--- config.mk ---
export PLATFORM = sky130hd
export DESIGN_NAME = drum_div_seq_flat
export DESIGN_NICKNAME = d
export VERILOG_FILES = /design/src/rtl/drum_div_seq_if.sv /design/src/rtl/drum_div_seq.sv /design/src/flat_wrapper.sv
export SDC_FILE = /design/constraint.sdc
export NUM_CORES = 1
export LEC_CHECK = 0
export ABC_CLOCK_PERIOD_IN_PS = 4350
export CORE_MARGIN = 5
export CORE_UTILIZATION = 52
export DETAILED_ROUTE_END_ITERATION = 10
export HOLD_SLACK_MARGIN = 0.05
export PLACE_DENSITY = 0.68
export SYNTH_ARGS = -nofsm -noshare
export SYNTH_HDL_FRONTEND = slang
export SYNTH_SLANG_ARGS = --single-unit
--- constraint.sdc ---
create_clock -name i_clk -period 4.35 [get_ports i_clk]
set_input_delay 0.87 -clock i_clk [delete_from_list [all_inputs] [get_ports i_clk]]
set_output_delay 0.87 -clock i_clk [all_outputs]
set_load 0.02 [all_outputs]
--- src/rtl/drum_div_seq_if.sv ---
// drum_div_seq_if: operand/result handshake bundle for the DRUM approximate divider.
//   in_valid/in_ready  : operand pair handshake (a = dividend, b = divisor)
//   out_valid/out_ready: result handshake (r = approximate quotient, dz = divide-by-zero)
// master drives operands and accepts results; slave is the divider.
interface drum_div_seq_if #(
  parameter int N = 16,
  parameter int M = 16
);
  logic         in_valid;
  logic         in_ready;
  logic [N-1:0] a;
  logic [M-1:0] b;
  logic         out_valid;
  logic         out_ready;
  logic [N-1:0] r;
  logic         dz;

  modport master (
    output in_valid, a, b, out_ready,
    input  in_ready, out_valid, r, dz
  );

  modport slave (
    input  in_valid, a, b, out_ready,
    output in_ready, out_valid, r, dz
  );
endinterface

--- src/rtl/drum_div_seq.sv ---
// drum_div_seq: sequential approximate signed divider (DRUM-style K-bit mantissas).
// Operands are reduced to unbiased K-bit mantissas (leading-one detect, truncate, LSB forced
// to 1), divided by a restoring shift-subtract loop (one quotient bit per cycle) and rescaled
// by the exponent difference.
// Ports:
//   i_clk   : clock, rising edge
//   i_rst_n : asynchronous active-low reset
//   io_bus  : drum_div_seq_if.slave (in_valid/in_ready/a/b, out_valid/out_ready/r/dz)
// Optional feature: define DRUM_DIV_ROUND_EN to round half up on right rescaling shifts
// (default: plain truncation). Latency is the same in both builds.
module drum_div_seq #(
  parameter int K = 8,
  parameter int N = 16,
  parameter int M = 16
) (
  input  logic           i_clk,
  input  logic           i_rst_n,
  drum_div_seq_if.slave  io_bus
);

  localparam int SW = $clog2(N + M) + 2;  // signed exponent / shift width
  localparam int CW = $clog2(2 * K);
  localparam int WW = 2 * K + N;          // room for left-shifting Q before truncation

  typedef enum logic [2:0] {StIdle, StNorm, StDiv, StShift, StDone} state_e;

  state_e          r_state;
  logic            r_sign;
  logic            r_dz;
  logic            r_in_ready;
  logic            r_out_valid;
  logic [N-1:0]    r_abs_a;
  logic [M-1:0]    r_abs_b;
  logic [N-1:0]    r_r;
  logic [K-1:0]    r_mb;
  logic [SW-1:0]   r_ea;
  logic [SW-1:0]   r_eb;
  logic [2*K-1:0]  r_num;
  logic [2*K-1:0]  r_q;
  logic [K:0]      r_rem;
  logic [CW-1:0]   r_cnt;

  // Leading-one detect and mantissa reduction
  int              w_ka;
  int              w_kb;
  logic [K-1:0]    w_ma;
  logic [K-1:0]    w_mb;
  logic [SW-1:0]   w_ea;
  logic [SW-1:0]   w_eb;

  always_comb begin
    w_ka = 0;
    for (int i = 0; i < N; i++) begin
      if (r_abs_a[i]) w_ka = i;
    end
    w_ma = r_abs_a[K-1:0];
    w_ea = '0;
    if (w_ka > K - 1) begin
      // Keep the K-1 bits below and including the leading one, then force LSB to 1
      w_ma = {(K-1)'(r_abs_a >> (w_ka - (K - 2))), 1'b1};
      w_ea = SW'(w_ka - (K - 1));
    end
  end

  always_comb begin
    w_kb = 0;
    for (int i = 0; i < M; i++) begin
      if (r_abs_b[i]) w_kb = i;
    end
    w_mb = r_abs_b[K-1:0];
    w_eb = '0;
    if (w_kb > K - 1) begin
      w_mb = {(K-1)'(r_abs_b >> (w_kb - (K - 2))), 1'b1};
      w_eb = SW'(w_kb - (K - 1));
    end
  end

  // Restoring division step
  logic [K+1:0] w_rem_sh;
  logic         w_qbit;

  always_comb begin
    w_rem_sh = {r_rem, r_num[2*K-1]};
    w_qbit   = (w_rem_sh >= (K+2)'(r_mb));
  end

  // Rescale by exponent difference and apply sign / divide-by-zero result
  logic signed [SW-1:0] w_s;
  logic [SW-1:0]        w_nsh;
  logic [WW-1:0]        w_q_wide;
  logic [N-1:0]         w_mag;
  logic [N-1:0]         w_r;

  always_comb begin
    w_s      = r_ea - r_eb - SW'(K);
    w_nsh    = -w_s;
    w_q_wide = WW'(r_q);
    if (w_s[SW-1]) begin
      w_mag = N'(w_q_wide >> w_nsh);
`ifdef DRUM_DIV_ROUND_EN
      // Round half up: add the last bit shifted out
      w_mag = w_mag + N'(1'(w_q_wide >> (w_nsh - SW'(1))));
`endif
    end else begin
      w_mag = N'(w_q_wide << w_s);
    end
    if (r_dz) begin
      w_r = r_sign ? {1'b1, {(N-1){1'b0}}} : {1'b0, {(N-1){1'b1}}};
    end else begin
      w_r = r_sign ? ~w_mag : w_mag;
    end
  end

  always_ff @(posedge i_clk or negedge i_rst_n) begin
    if (!i_rst_n) begin
      r_state     <= StIdle;
      r_sign      <= 1'b0;
      r_dz        <= 1'b0;
      r_in_ready  <= 1'b1;
      r_out_valid <= 1'b0;
      r_abs_a     <= '0;
      r_abs_b     <= '0;
      r_r         <= '0;
      r_mb        <= '0;
      r_ea        <= '0;
      r_eb        <= '0;
      r_num       <= '0;
      r_q         <= '0;
      r_rem       <= '0;
      r_cnt       <= '0;
    end else begin
      unique case (r_state)
        StIdle: begin
          if (io_bus.in_valid) begin
            r_sign     <= io_bus.a[N-1] ^ io_bus.b[M-1];
            // Ones'-complement magnitude, matching the DRUM multiplier
            r_abs_a    <= io_bus.a[N-1] ? ~io_bus.a : io_bus.a;
            r_abs_b    <= io_bus.b[M-1] ? ~io_bus.b : io_bus.b;
            r_dz       <= 1'b0;
            r_in_ready <= 1'b0;
            r_state    <= StNorm;
          end
        end
        StNorm: begin
          r_mb <= w_mb;
          r_ea <= w_ea;
          r_eb <= w_eb;
          if (r_abs_b == '0) begin
            r_dz    <= 1'b1;
            r_state <= StShift;
          end else begin
            r_num   <= {w_ma, {K{1'b0}}};
            r_rem   <= '0;
            r_q     <= '0;
            r_cnt   <= '0;
            r_state <= StDiv;
          end
        end
        StDiv: begin
          r_rem <= w_qbit ? (K+1)'(w_rem_sh - (K+2)'(r_mb)) : w_rem_sh[K:0];
          r_num <= {r_num[2*K-2:0], 1'b0};
          r_q   <= {r_q[2*K-2:0], w_qbit};
          r_cnt <= r_cnt + CW'(1);
          if (r_cnt == CW'(2 * K - 1)) r_state <= StShift;
        end
        StShift: begin
          r_r         <= w_r;
          r_out_valid <= 1'b1;
          r_state     <= StDone;
        end
        StDone: begin
          if (io_bus.out_ready) begin
            r_out_valid <= 1'b0;
            r_in_ready  <= 1'b1;
            r_state     <= StIdle;
          end
        end
        default: r_state <= StIdle;
      endcase
    end
  end

  assign io_bus.in_ready  = r_in_ready;
  assign io_bus.out_valid = r_out_valid;
  assign io_bus.r         = r_r;
  assign io_bus.dz        = r_dz;

endmodule

--- src/flat_wrapper.sv ---
// flat-port wrapper written by rule: the top's interface ports become plain ports
module drum_div_seq_flat 
#(
  parameter int K = 8,
  parameter int N = 16,
  parameter int M = 16
)
  (i_clk, i_rst_n, io_bus_in_valid, io_bus_a, io_bus_b, io_bus_out_ready, io_bus_in_ready, io_bus_out_valid, io_bus_r, io_bus_dz);
  drum_div_seq_if #(.N(N), .M(M)) io_bus_i ();
  input  logic i_clk;
  input  logic i_rst_n;
  input wire logic [$bits(io_bus_i.in_valid)-1:0] io_bus_in_valid;
  input wire logic [$bits(io_bus_i.a)-1:0] io_bus_a;
  input wire logic [$bits(io_bus_i.b)-1:0] io_bus_b;
  input wire logic [$bits(io_bus_i.out_ready)-1:0] io_bus_out_ready;
  output wire logic [$bits(io_bus_i.in_ready)-1:0] io_bus_in_ready;
  output wire logic [$bits(io_bus_i.out_valid)-1:0] io_bus_out_valid;
  output wire logic [$bits(io_bus_i.r)-1:0] io_bus_r;
  output wire logic [$bits(io_bus_i.dz)-1:0] io_bus_dz;
  assign io_bus_i.in_valid = io_bus_in_valid;
  assign io_bus_i.a = io_bus_a;
  assign io_bus_i.b = io_bus_b;
  assign io_bus_i.out_ready = io_bus_out_ready;
  assign io_bus_in_ready = io_bus_i.in_ready;
  assign io_bus_out_valid = io_bus_i.out_valid;
  assign io_bus_r = io_bus_i.r;
  assign io_bus_dz = io_bus_i.dz;
  drum_div_seq #(.K(K), .N(N), .M(M)) u_core (.i_clk(i_clk), .i_rst_n(i_rst_n), .io_bus(io_bus_i));
endmodule
==> results of run 1 <==
==> cells by family (layout without fill, tap and decap cells) <==
kind of cell / after synthesis / after routing / synth area share [%]
and+or+nand+nor: 345 / 345 / 19.01
buffers and inverters: 119 / 132 / 5.780
AOI/OAI and AO/OA: 283 / 283 / 21.52
DFF: 109 / 109 / 32.00
xor gates and xnor gates: 51 / 51 / 5.326
adders and majority gates: 30 / 30 / 4.578
muxes: 84 / 84 / 11.78
==> final timing paths <==
| path | from | to | slack, ns |
|---|---|---|---|
| worst max-delay path | u_core.r_ea[1]$_DFFE_PN0P_ | u_core.io_bus.r[12]$_DFFE_PN0P_ | 0.80 |
| worst min-delay path | u_core.io_bus.r[6]$_DFFE_PN0P_ | u_core.io_bus.r[6]$_DFFE_PN0P_ | 0.49 |
| worst max register to register | u_core.r_ea[1]$_DFFE_PN0P_ | u_core.io_bus.r[12]$_DFFE_PN0P_ | 0.80 |
| worst min register to register | u_core.io_bus.r[6]$_DFFE_PN0P_ | u_core.io_bus.r[6]$_DFFE_PN0P_ | 0.49 |
| max in group asynchronous | i_rst_n | u_core.io_bus.in_ready$_DFFE_PN1P_ | 2.88 |
| min in group asynchronous | i_rst_n | u_core.r_q[1]$_DFFE_PN0P_ | 0.59 |
==> layout by cell type, fill, tap and decap left out, types with 22 or more instances in the layout <==
master,Yosys,final
sky130_fd_sc_hd__nand2_1,116,116
sky130_fd_sc_hd__dfrtp_1,108,108
sky130_fd_sc_hd__nor2_1,108,107
sky130_fd_sc_hd__o21ai_0,72,72
sky130_fd_sc_hd__a21oi_1,70,70
sky130_fd_sc_hd__clkdlybuf4s50_1,0,53
sky130_fd_sc_hd__mux2i_1,52,52
sky130_fd_sc_hd__inv_1,47,47
sky130_fd_sc_hd__xnor2_1,28,28
sky130_fd_sc_hd__nand3_1,28,28
sky130_fd_sc_hd__ha_1,28,28
sky130_fd_sc_hd__nor3_1,23,22
sky130_fd_sc_hd__xor2_1,22,22
==> layer usage <==
metal  track usage (%)  up-vias  wire [um]
li1                  -     3675          -
met2             36.33      215      10200
met5                 0        -          0
met1             30.32     3554       9655
met4             6.708        0        490
met3             4.276       42       1063
==> registers in the layout, indices dropped and copies added, names as in the netlist, 3 cells and up <==
| register | count |
|---|---|
| u_core.r_rem | 9 |
| u_core.io_bus.r | 16 |
| u_core.r_mb | 8 |
| u_core.r_eb | 5 |
| u_core.r_abs_a | 15 |
| u_core.r_state | 3 |
| u_core.r_ea | 6 |
| u_core.r_num | 8 |
| u_core.r_q | 16 |
| u_core.r_cnt | 4 |
| u_core.r_abs_b | 15 |
==> through the flow <==
stage	setup slack [ns]	hold slack (ns)	util, %
2_1_floorplan	0.8502	0.4432	-
3_3_place_gp	0.9288	0.4663	57.16
3_5_place_dp	0.8253	0.4716	57.16
4_1_cts	0.8120	0.4900	59.04
5_1_grt	0.3666	0.5095	59.04
6_report	0.8020	0.4852	59.04
==> worst max-delay path: stages, from the launching register on <==
cell	delay, ns
sky130_fd_sc_hd__dfrtp_1	0.40
sky130_fd_sc_hd__ha_1	0.28
sky130_fd_sc_hd__ha_1	0.17
sky130_fd_sc_hd__inv_1	0.06
sky130_fd_sc_hd__fa_1	0.45
sky130_fd_sc_hd__xor2_2	0.26
sky130_fd_sc_hd__xnor2_1	0.90
sky130_fd_sc_hd__or3_4	0.29
sky130_fd_sc_hd__nor3_4	0.06
sky130_fd_sc_hd__a32oi_1	0.19
sky130_fd_sc_hd__o31ai_1	0.10
sky130_fd_sc_hd__a211o_1	0.27
==> layout make-up <==
cell class | count | area, sq um
Timing Repair Buffer | 66 | 628.1
Clock buffer | 10 | 239.0
Tap cell | 216 | 270.3
Clock inverter | 6 | 62.56
Multi-Input combinational cell | 793 | 5330
Inverter | 50 | 187.7
Fill cell | 1569 | 6554
Sequential cell | 109 | 2729
==> load_flow_metrics.sql, run 1 <==
INSERT INTO impl_metrics (metric_group, metric, value, unit) VALUES
('cells_and_area', 'final_nets', '1095', ''),
('drt', 'detailroute.via_count', '7486', ''),
('clock_tree', 'cts.clk_slew.worst_paths', '0.08', 'ns'),
('synthesis', 'postSynthRegisterBits', '109', ''),
('sta', 'min_period', '3.548', 'ns'),
('worst_setup_path', 'required', '4.60', 'ns'),
('worst_setup_path', 'endpoint_kind', 'register', ''),
('synthesis', 'synth_area_leaders', 'sky130_fd_sc_hd__dfrtp_1 (32%), sky130_fd_sc_hd__mux2i_1 (6.1%), sky130_fd_sc_hd__nand2_1 (5.1%), sky130_fd_sc_hd__nor2_1 (4.8%), sky130_fd_sc_hd__o21ai_0 (4.2%)', ''),
('synthesis', 'leading_register_cell_type_out_of_synthesis', 'sky130_fd_sc_hd__dfrtp_1', ''),
('cells_and_area', 'drive_above_1_share', '9.091', '%'),
('cells_and_area', 'finish.instance_area', '9447', 'sq um'),
('drt', 'remaining_drc_errors', '0', ''),
('place', 'port_buffers', '54', ''),
('hold_path', 'hp-class', 'reg -> reg', ''),
('global_route', 'via_count_of_the_first_global_routing_pass', '7077', ''),
('synthesis', 'synthMostInstantiatedCell', 'sky130_fd_sc_hd__nand2_1', ''),
('worst_setup_path', 'timing_worst_setup_path_type', 'reg -> reg', ''),
('clock_tree', 'ctsLongestPathBuffers', '2', ''),
('cells_and_area', 'instances_no_fill', '1250', ''),
('synthesis', 'synth-edff-count', '0', ''),
('synthesis', 'ys_async_rst_share', '100.0', '%'),
('sta', 'sum_neg_setup_slack', '0', 'ns'),
('place', 'post_dp_cell_area', '9145', 'sq um'),
('drt', 'drt_antenna_net_count', '0', ''),
('synthesis', 'netlist_instances', '1021', ''),
('sta', 'hold_viol_final', '0', ''),
('global_route', 'grt.total_usage', '22.30', '%'),
('drt', 'vias_per_cell', '5.989', ''),
('sta', 'timing_max_transition_violations_final', '0', ''),
('cells_and_area', 'synthToLayoutAreaGrowth', '10.77', '%'),
('synthesis', 'syn_avg_cell_area', '8.353', 'sq um'),
('global_route', 'globalRoute.totalOverflow', '0', ''),
('synthesis', 'synth_warnings', '0', ''),
('clock_tree', 'post_cts_resize_count', '0', ''),
('sta', 'final.period_utilization', '81.56', '%'),
('global_route', 'grt_first_pass_wirelength', '35910', 'um'),
('floorplan', 'start_util', '53.30', '%'),
('floorplan', 'floorplan.die.width', '138.1', 'um'),
('sta', 'rsz0062_at_grt', 'no', ''),
('synthesis', 'yosys-top-cells-count', 'sky130_fd_sc_hd__nand2_1 (116), sky130_fd_sc_hd__dfrtp_1 (108), sky130_fd_sc_hd__nor2_1 (108)', ''),
('floorplan', 'fp.coreArea', '16000', 'sq um'),
('hold_path', 'hold_path_depth', '2', ''),
('clock_tree', 'clk_latency', '0.36', 'ns'),
('clock_tree', 'clock_sinks', '109', ''),
('drt', 'drtPass1Iterations', '6', ''),
('floorplan', 'placementRows', '46', ''),
('worst_setup_path', 'r2r_cells', '11', ''),
('sta', 'timing.final.setup_violations', '0', ''),
('synthesis', 'netlist.top_cell.by_area', 'sky130_fd_sc_hd__dfrtp_1', ''),
('sta', 'tightest_slew', '1.189', 'ns'),
('place', 'dp.cells', '1234', ''),
('clock_tree', 'cts_tree', 'built', ''),
('drt', 'totalWireLength', '21410', 'um'),
('global_route', 'largest_net_degree_at_the_start_of_global_routing', '65', ''),
('place', 'routabilityCongestion', '0.9068', ''),
('sta', 'fmax', '281.9', 'MHz'),
('synthesis', 'netlist_area', '8528', 'sq um'),
('sta', 'max_slew_margin', '20.52', '%'),
('floorplan', 'fp.dieH', '138.1', 'um'),
('run_status', 'status', 'completed', ''),
('flow_run', 'max-cap-violations', '0', ''),
('clock_tree', 'clock_buffer_count_from_cts', '9', ''),
('synthesis', 'yosysSeqAreaShare', '32.00', '%'),
('synthesis', 'postSynthNetCount', '1087', ''),
('clock_tree', 'cts_max_level', '3', ''),
('clock_tree', 'ctsHoldBuffers', '0', ''),
('drt', 'detail_route.wl_per_cell', '17.13', 'um'),
('sta', 'finalClockSkew', '0.01100', 'ns'),
('worst_setup_path', 'worst_ep_arrival_time', '3.80', 'ns'),
('floorplan', 'dieArea', '19060', 'sq um'),
('cells_and_area', 'insertedDiodeCount', '0', ''),
('place', 'dpl.hpwl', '15750', 'um'),
('floorplan', 'io_pins', '55', ''),
('clock_tree', 'clk_root_buffer_cell', 'sky130_fd_sc_hd__clkbuf_16', ''),
('worst_setup_path', 'worst-path-max-fanout', '16', ''),
('global_route', 'number_of_antenna_violations_at_the_first_check_in_global_routing', '0', ''),
('clock_tree', 'post_cts_buffers', '0', ''),
('worst_setup_path', 'startpoint_type', 'register', ''),
('synthesis', 'netlist_cell_types', '84', ''),
('drt', 'first_iter_violations', '655', ''),
('synthesis', 'synth_top_area_share', '31.69', '%');
Power of run 1 is left out: the tool's default activity adds up to more than one toggle a clock period on the data nets, which glitch-free logic cannot reach.
==> inputs of run 2 (changes only) <==
--- a/config.mk
+++ b/config.mk
@@ -5,7 +5,7 @@
 export SDC_FILE = /design/constraint.sdc
 export NUM_CORES = 1
 export LEC_CHECK = 0
-export ABC_CLOCK_PERIOD_IN_PS = 4350
+export ABC_CLOCK_PERIOD_IN_PS = 3600
 export CORE_MARGIN = 5
 export CORE_UTILIZATION = 52
 export DETAILED_ROUTE_END_ITERATION = 10
==> constraint.sdc (replaced) <==
create_clock -name i_clk -period 3.6 [get_ports i_clk]
set_input_delay 0.72 -clock i_clk [delete_from_list [all_inputs] [get_ports i_clk]]
set_output_delay 0.72 -clock i_clk [all_outputs]
set_load 0.02 [all_outputs]
==> load_flow_metrics.sql, run 2 (synthesized netlist as in run 1, its figures left out) <==
INSERT INTO impl_metrics (metric_group, metric, value, unit) VALUES
('floorplan', 'fp.coreArea', '16000', 'sq um'),
('worst_setup_path', 'endpoint_kind', 'register', ''),
('cells_and_area', 'fillers', '1505', ''),
('clock_tree', 'ctsHoldBuffers', '0', ''),
('worst_setup_path', 'worst_path_dominant_cell_family', 'compound AO/OA/AOI/OAI gates', ''),
('sta', 'tightest_slew', '0.8254', 'ns'),
('sta', 'timing_max_transition_violations_final', '0', ''),
('cells_and_area', 'synthToLayoutAreaGrowth', '12.57', '%'),
('global_route', 'global_route.usage.met3', '2.586', '%'),
('worst_setup_path', 'r2r_setup_slack', '0.24', 'ns'),
('cells_and_area', 'insertedDiodeCount', '0', ''),
('drt', 'detailroute.via_count', '7608', ''),
('place', 'dp_slack', '0.2914', 'ns'),
('clock_tree', 'post_cts_resize_count', '0', ''),
('drt', 'totalWireLength', '21940', 'um'),
('hold_path', 'hp-class', 'in -> async', ''),
('flow_run', 'max-cap-violations', '0', ''),
('floorplan', 'floorplan.die.width', '138.1', 'um'),
('worst_setup_path', 'timing_worst_setup_path_type', 'reg -> reg', ''),
('worst_setup_path', 'startpoint_type', 'register', ''),
('floorplan', 'placementRows', '46', ''),
('clock_tree', 'post_cts_buffers', '0', ''),
('global_route', 'via_count_of_the_first_global_routing_pass', '7225', ''),
('floorplan', 'io_pins', '55', ''),
('worst_setup_path', 'worst_ep_arrival_time', '3.61', 'ns'),
('sta', 'max_slew_margin', '44.56', '%'),
('drt', 'detail_route.wl_per_cell', '17.30', 'um'),
('worst_setup_path', 'critPathMaxStageDelay', '0.44', 'ns'),
('sta', 'finalClockSkew', '0.01229', 'ns'),
('sta', 'final.period_utilization', '93.26', '%'),
('drt', 'drt_antenna_net_count', '0', ''),
('worst_setup_path', 'critical_path.n_buffers_inverters', '1', ''),
('clock_tree', 'cts_tree', 'built', ''),
('drt', 'remaining_drc_errors', '0', ''),
('clock_tree', 'clock_sinks', '109', ''),
('floorplan', 'dieArea', '19060', 'sq um'),
('clock_tree', 'clk_root_buffer_cell', 'sky130_fd_sc_hd__clkbuf_16', ''),
('worst_setup_path', 'timing.critical_path.cells', 'ha_1 -> ha_1 -> inv_1 -> fa_1 -> nand2b_1 -> a21oi_1 -> xnor2_1 -> o31a_1 -> nand2_1 -> o221ai_1 -> o31ai_1 -> a211o_1', ''),
('place', 'post_dp_cell_area', '9265', 'sq um'),
('worst_setup_path', 'required', '3.85', 'ns'),
('drt', 'first_iter_violations', '643', ''),
('clock_tree', 'ctsLongestPathBuffers', '2', ''),
('cells_and_area', 'final_nets', '1113', ''),
('cells_and_area', 'drive_above_1_share', '10.65', '%'),
('sta', 'smallest_setup_slack_after_layout', '0.2427', 'ns'),
('cells_and_area', 'layout.cells.most_common_list', 'sky130_fd_sc_hd__nand2_1 (116), sky130_fd_sc_hd__dfrtp_1 (108), sky130_fd_sc_hd__nor2_1 (107)', ''),
('worst_setup_path', 'worst-path-max-fanout', '5', ''),
('sta', 'sum_neg_setup_slack', '0', 'ns'),
('global_route', 'grt_first_pass_wirelength', '37270', 'um'),
('clock_tree', 'clock_buffer_count_from_cts', '9', ''),
('global_route', 'globalRoute.totalOverflow', '0', ''),
('cells_and_area', 'finish.instance_area', '9600', 'sq um'),
('global_route', 'largest_net_degree_at_the_start_of_global_routing', '64', ''),
('global_route', 'grt.total_usage', '23.08', '%'),
('place', 'routabilityCongestion', '0.9492', ''),
('floorplan', 'start_util', '53.30', '%'),
('cells_and_area', 'layout.cells.most_common', 'sky130_fd_sc_hd__nand2_1', ''),
('sta', 'min_period', '3.357', 'ns'),
('run_status', 'status', 'completed', ''),
('drt', 'drtPass1Iterations', '5', ''),
('drt', 'vias_per_cell', '6.000', ''),
('floorplan', 'fp.dieH', '138.1', 'um'),
('worst_setup_path', 'cpMostUsedCell', 'sky130_fd_sc_hd__ha_1', ''),
('sta', 'timing.final.setup_violations', '0', ''),
('clock_tree', 'cts.clk_slew.worst_paths', '0.08', 'ns'),
('clock_tree', 'clk_latency', '0.37', 'ns'),
('sta', 'fin_hold_ws', '0.4401', 'ns'),
('sta', 'hold_viol_final', '0', ''),
('sta', 'fmax', '297.9', 'MHz'),
('global_route', 'number_of_antenna_violations_at_the_first_check_in_global_routing', '0', ''),
('global_route', 'grt-busiest-layer', 'met2', ''),
('global_route', 'met2_usage', '37.51', '%'),
('sta', 'rsz0062_at_grt', 'no', ''),
('place', 'dpl.hpwl', '16100', 'um'),
('place', 'port_buffers', '54', ''),
('global_route', 'gr-usage-met1', '31.78', '%'),
('clock_tree', 'cts_max_level', '3', ''),
('worst_setup_path', 'crit_slowest_cell', 'sky130_fd_sc_hd__fa_1', '');
-- run 2: cell count changes in the layout (fill, tap and decap cells not counted), sizes merged --
| cell | change |
|---|---|
| inv | -2 |
| buf | +18 |
| bufinv | +1 |
| clkinvlp | +1 |
-- run 2: path summary, 6_finish.rpt --
check                                                from                            endpoint  cells past startpoint
setup / recovery               u_core.r_ea[1]$_DFFE_PN0P_     u_core.io_bus.r[13]$_DFFE_PN0P_                     12
min in group i_clk         u_core.io_bus.r[6]$_DFFE_PN0P_      u_core.io_bus.r[6]$_DFFE_PN0P_                      2
max in group asynchronous                         i_rst_n  u_core.io_bus.in_ready$_DFFE_PN1P_                      2
hold reg to reg            u_core.io_bus.r[6]$_DFFE_PN0P_      u_core.io_bus.r[6]$_DFFE_PN0P_                      2
hold / removal                                    i_rst_n           u_core.r_q[1]$_DFFE_PN0P_                      1
setup reg to reg               u_core.r_ea[1]$_DFFE_PN0P_     u_core.io_bus.r[13]$_DFFE_PN0P_                     12
-- run 2: worst register-to-register path, stage by stage (launching register included) --
cell and delay (ns):
sky130_fd_sc_hd__dfrtp_1 0.39, sky130_fd_sc_hd__ha_1 0.30, sky130_fd_sc_hd__ha_1 0.19, sky130_fd_sc_hd__inv_1 0.06, sky130_fd_sc_hd__fa_1 0.44, sky130_fd_sc_hd__nand2b_1 0.18
sky130_fd_sc_hd__a21oi_1 0.16, sky130_fd_sc_hd__xnor2_1 0.30, sky130_fd_sc_hd__o31a_1 0.35, sky130_fd_sc_hd__nand2_1 0.14, sky130_fd_sc_hd__o221ai_1 0.35, sky130_fd_sc_hd__o31ai_1 0.11
sky130_fd_sc_hd__a211o_1 0.27
-- run 2: final cells by class --
class	instances	area, sq um	area share [%]
multi-input combinational	793	5330	55.52
timing repair buffer	84	775.7	8.080
clock inverter	6	68.82	0.7168
clock buffer	10	239.0	2.489
tap	216	270.3	2.815
inverter	50	187.7	1.955
sequential	109	2729	28.42
-- run 2: stage by stage --
| stage | utilization (%) | instances |
|---|---|---|
| floorplan | - | 1021 |
| global placement | 57.91 | 1250 |
| detailed placement | 57.91 | 1250 |
| CTS | 59.83 | 1266 |
| global route | 60.00 | 1268 |
| finish | 60.00 | 1268 |
-- run 2: routing by layer --
layer / share of wire (%) / wire length, um
met1: 46 / 10030
met2: 47 / 10370
met4: 2.9 / 627
met3: 4.2 / 912
met5: 0 / 0
Power of run 2 is left out for the same reason.
==> inputs of run 3 (changes only) <==
--- a/config.mk
+++ b/config.mk
@@ -8,9 +8,11 @@
 export ABC_CLOCK_PERIOD_IN_PS = 3600
 export CORE_MARGIN = 5
 export CORE_UTILIZATION = 52
+export CTS_BUF_LIST = sky130_fd_sc_hd__clkbuf_8
 export DETAILED_ROUTE_END_ITERATION = 10
 export HOLD_SLACK_MARGIN = 0.05
 export PLACE_DENSITY = 0.68
+export SETUP_SLACK_MARGIN = 0.15
 export SYNTH_ARGS = -nofsm -noshare
 export SYNTH_HDL_FRONTEND = slang
 export SYNTH_SLANG_ARGS = --single-unit
==> load_flow_metrics.sql, run 3 (synthesized netlist as in run 1, its figures left out) <==
INSERT INTO impl_metrics (metric_group, metric, value, unit) VALUES
('worst_setup_path', 'r2r_cells', '13', ''),
('place', 'post_dp_cell_area', '9250', 'sq um'),
('sta', 'sum_neg_setup_slack', '0', 'ns'),
('sta', 'finalClockSkew', '0.01937', 'ns'),
('worst_setup_path', 'worst_path_dominant_cell_family', 'adder cells', ''),
('clock_tree', 'cts.clk_slew.worst_paths', '0.12', 'ns'),
('floorplan', 'placementRows', '46', ''),
('drt', 'totalWireLength', '22150', 'um'),
('sta', 'tightest_slew', '0.9144', 'ns'),
('clock_tree', 'ctsLongestPathBuffers', '2', ''),
('cells_and_area', 'finish.instance_area', '9563', 'sq um'),
('cells_and_area', 'drive_above_1_share', '11.10', '%'),
('cells_and_area', 'final_nets', '1115', ''),
('global_route', 'number_of_antenna_violations_at_the_first_check_in_global_routing', '0', ''),
('sta', 'timing.final.setup_violations', '0', ''),
('worst_setup_path', 'endpoint_kind', 'register', ''),
('worst_setup_path', 'crit_slowest_cell', 'sky130_fd_sc_hd__fa_2', ''),
('clock_tree', 'clock_buffer_count_from_cts', '9', ''),
('worst_setup_path', 'crit_cells', '13', ''),
('sta', 'timing_max_transition_violations_final', '0', ''),
('cells_and_area', 'synthToLayoutAreaGrowth', '12.13', '%'),
('flow_run', 'max-cap-violations', '0', ''),
('cells_and_area', 'multi_input_area', '5351', 'sq um'),
('floorplan', 'fp.dieH', '138.1', 'um'),
('clock_tree', 'clk_latency', '0.41', 'ns'),
('worst_setup_path', 'worst-path-max-fanout', '16', ''),
('worst_setup_path', 'required', '3.90', 'ns'),
('cells_and_area', 'layout.cells.most_common', 'sky130_fd_sc_hd__nand2_1', ''),
('floorplan', 'dieArea', '19060', 'sq um'),
('floorplan', 'floorplan.die.width', '138.1', 'um'),
('cells_and_area', 'fillers', '1496', ''),
('floorplan', 'start_util', '53.30', '%'),
('floorplan', 'io_pins', '55', ''),
('floorplan', 'fp.coreArea', '16000', 'sq um'),
('worst_setup_path', 'critPathMaxStageDelay', '0.54', 'ns'),
('sta', 'max_slew_margin', '38.85', '%'),
('worst_setup_path', 'startpoint_type', 'register', ''),
('global_route', 'largest_net_degree_at_the_start_of_global_routing', '70', ''),
('sta', 'final.period_utilization', '92.43', '%'),
('cells_and_area', 'layout.cells.most_common_list', 'sky130_fd_sc_hd__nand2_1 (116), sky130_fd_sc_hd__dfrtp_1 (108), sky130_fd_sc_hd__nor2_1 (107)', ''),
('cells_and_area', 'storage_element_area', '2729', 'sq um'),
('global_route', 'grt_first_pass_wirelength', '37440', 'um'),
('worst_setup_path', 'timing.critical_path.cells', 'ha_1 -> ha_1 -> inv_1 -> fa_2 -> buf_6 -> nand3b_1 -> xnor2_1 -> buf_4 -> or3_4 -> nor3_4 -> buf_4 -> o31ai_1 -> a211o_1', ''),
('clock_tree', 'cts_tree', 'built', ''),
('drt', 'detail_route.wl_per_cell', '17.44', 'um'),
('place', 'port_buffers', '54', ''),
('drt', 'drtPass1Iterations', '6', ''),
('sta', 'fin_hold_ws', '0.4321', 'ns'),
('clock_tree', 'cts_max_level', '3', ''),
('sta', 'rsz0062_at_grt', 'yes', ''),
('drt', 'first_iter_violations', '822', ''),
('worst_setup_path', 'critical_path.n_buffers_inverters', '4', ''),
('global_route', 'globalRoute.totalOverflow', '0', ''),
('place', 'dpl.hpwl', '16160', 'um'),
('run_status', 'status', 'completed', ''),
('global_route', 'grt.total_usage', '23.17', '%'),
('sta', 'min_period', '3.328', 'ns'),
('clock_tree', 'clock_sinks', '109', ''),
('drt', 'drt_antenna_net_count', '0', ''),
('cells_and_area', 'layout.core_utilization', '59.77', '%'),
('worst_setup_path', 'timing_worst_setup_path_type', 'reg -> reg', ''),
('worst_setup_path', 'worst_ep_arrival_time', '3.63', 'ns'),
('hold_path', 'hp-class', 'in -> async', ''),
('cells_and_area', 'insertedDiodeCount', '0', ''),
('sta', 'hold_viol_final', '0', ''),
('worst_setup_path', 'r2r_setup_slack', '0.27', 'ns'),
('clock_tree', 'clk_root_buffer_cell', 'sky130_fd_sc_hd__clkbuf_8', ''),
('drt', 'vias_per_cell', '6.058', ''),
('place', 'routabilityCongestion', '0.9307', ''),
('drt', 'remaining_drc_errors', '0', ''),
('drt', 'detailroute.via_count', '7694', ''),
('sta', 'fmax', '300.5', 'MHz'),
('global_route', 'via_count_of_the_first_global_routing_pass', '7369', '');
run 3: worst paths after layout:
check,startpoint,to
min in group i_clk,u_core.io_bus.r[5]$_DFFE_PN0P_,u_core.io_bus.r[5]$_DFFE_PN0P_
max in group asynchronous,i_rst_n,u_core.io_bus.in_ready$_DFFE_PN1P_
worst max-delay path,u_core.r_ea[1]$_DFFE_PN0P_,u_core.io_bus.r[14]$_DFFE_PN0P_
worst min register to register,u_core.io_bus.r[5]$_DFFE_PN0P_,u_core.io_bus.r[5]$_DFFE_PN0P_
worst min-delay path,i_rst_n,u_core.r_q[7]$_DFFE_PN0P_
worst max register to register,u_core.r_ea[1]$_DFFE_PN0P_,u_core.io_bus.r[14]$_DFFE_PN0P_
run 3: metrics by stage:
stage / instances / worst slack [ns]
after floorplan: 1021 / 0.2391
after global placement: 1248 / 0.3617
after detailed placement: 1248 / 0.2734
after CTS: 1264 / 0.2643
after global routing: 1270 / 0.1094
final: 1270 / 0.2724
run 3: per-layer routing:
layer | global-route usage, % | vias to the layer above | share of wire (%)
met3 | 3.517 | 23 | 5.6
met2 | 39.05 | 276 | 48
met5 | 0 | - | 0
li1 | - | 3714 | -
met4 | 5.044 | 0 | 1.3
met1 | 31.78 | 3681 | 45
run 3: layout make-up:
class                           instances  share of cell area (%)
Multi-Input combinational cell        793                   55.96
Inverter                               50                   1.963
Timing Repair Buffer                   86                   8.308
Sequential cell                       109                   28.54
Clock inverter                          7                   1.112
Clock buffer                            9                   1.295
Tap cell                              216                   2.826
run 3: timing repair:
item,4_1_cts,5_1_grt
resized for setup,0,5
hold buffers,0,0
setup buffers,0,6
endpoints found under the setup margin,0,15
run 3: worst reg2reg max path, cell delays in order (launching register included):
cell	delay [ns]
sky130_fd_sc_hd__dfrtp_1	0.42
sky130_fd_sc_hd__ha_1	0.29
sky130_fd_sc_hd__ha_1	0.18
sky130_fd_sc_hd__inv_1	0.06
sky130_fd_sc_hd__fa_2	0.54
sky130_fd_sc_hd__buf_6	0.11
sky130_fd_sc_hd__nand3b_1	0.11
sky130_fd_sc_hd__xnor2_1	0.16
sky130_fd_sc_hd__buf_4	0.19
sky130_fd_sc_hd__or3_4	0.35
sky130_fd_sc_hd__nor3_4	0.33
sky130_fd_sc_hd__buf_4	0.18
sky130_fd_sc_hd__o31ai_1	0.07
sky130_fd_sc_hd__a211o_1	0.23
Power of run 3 is left out for the same reason.
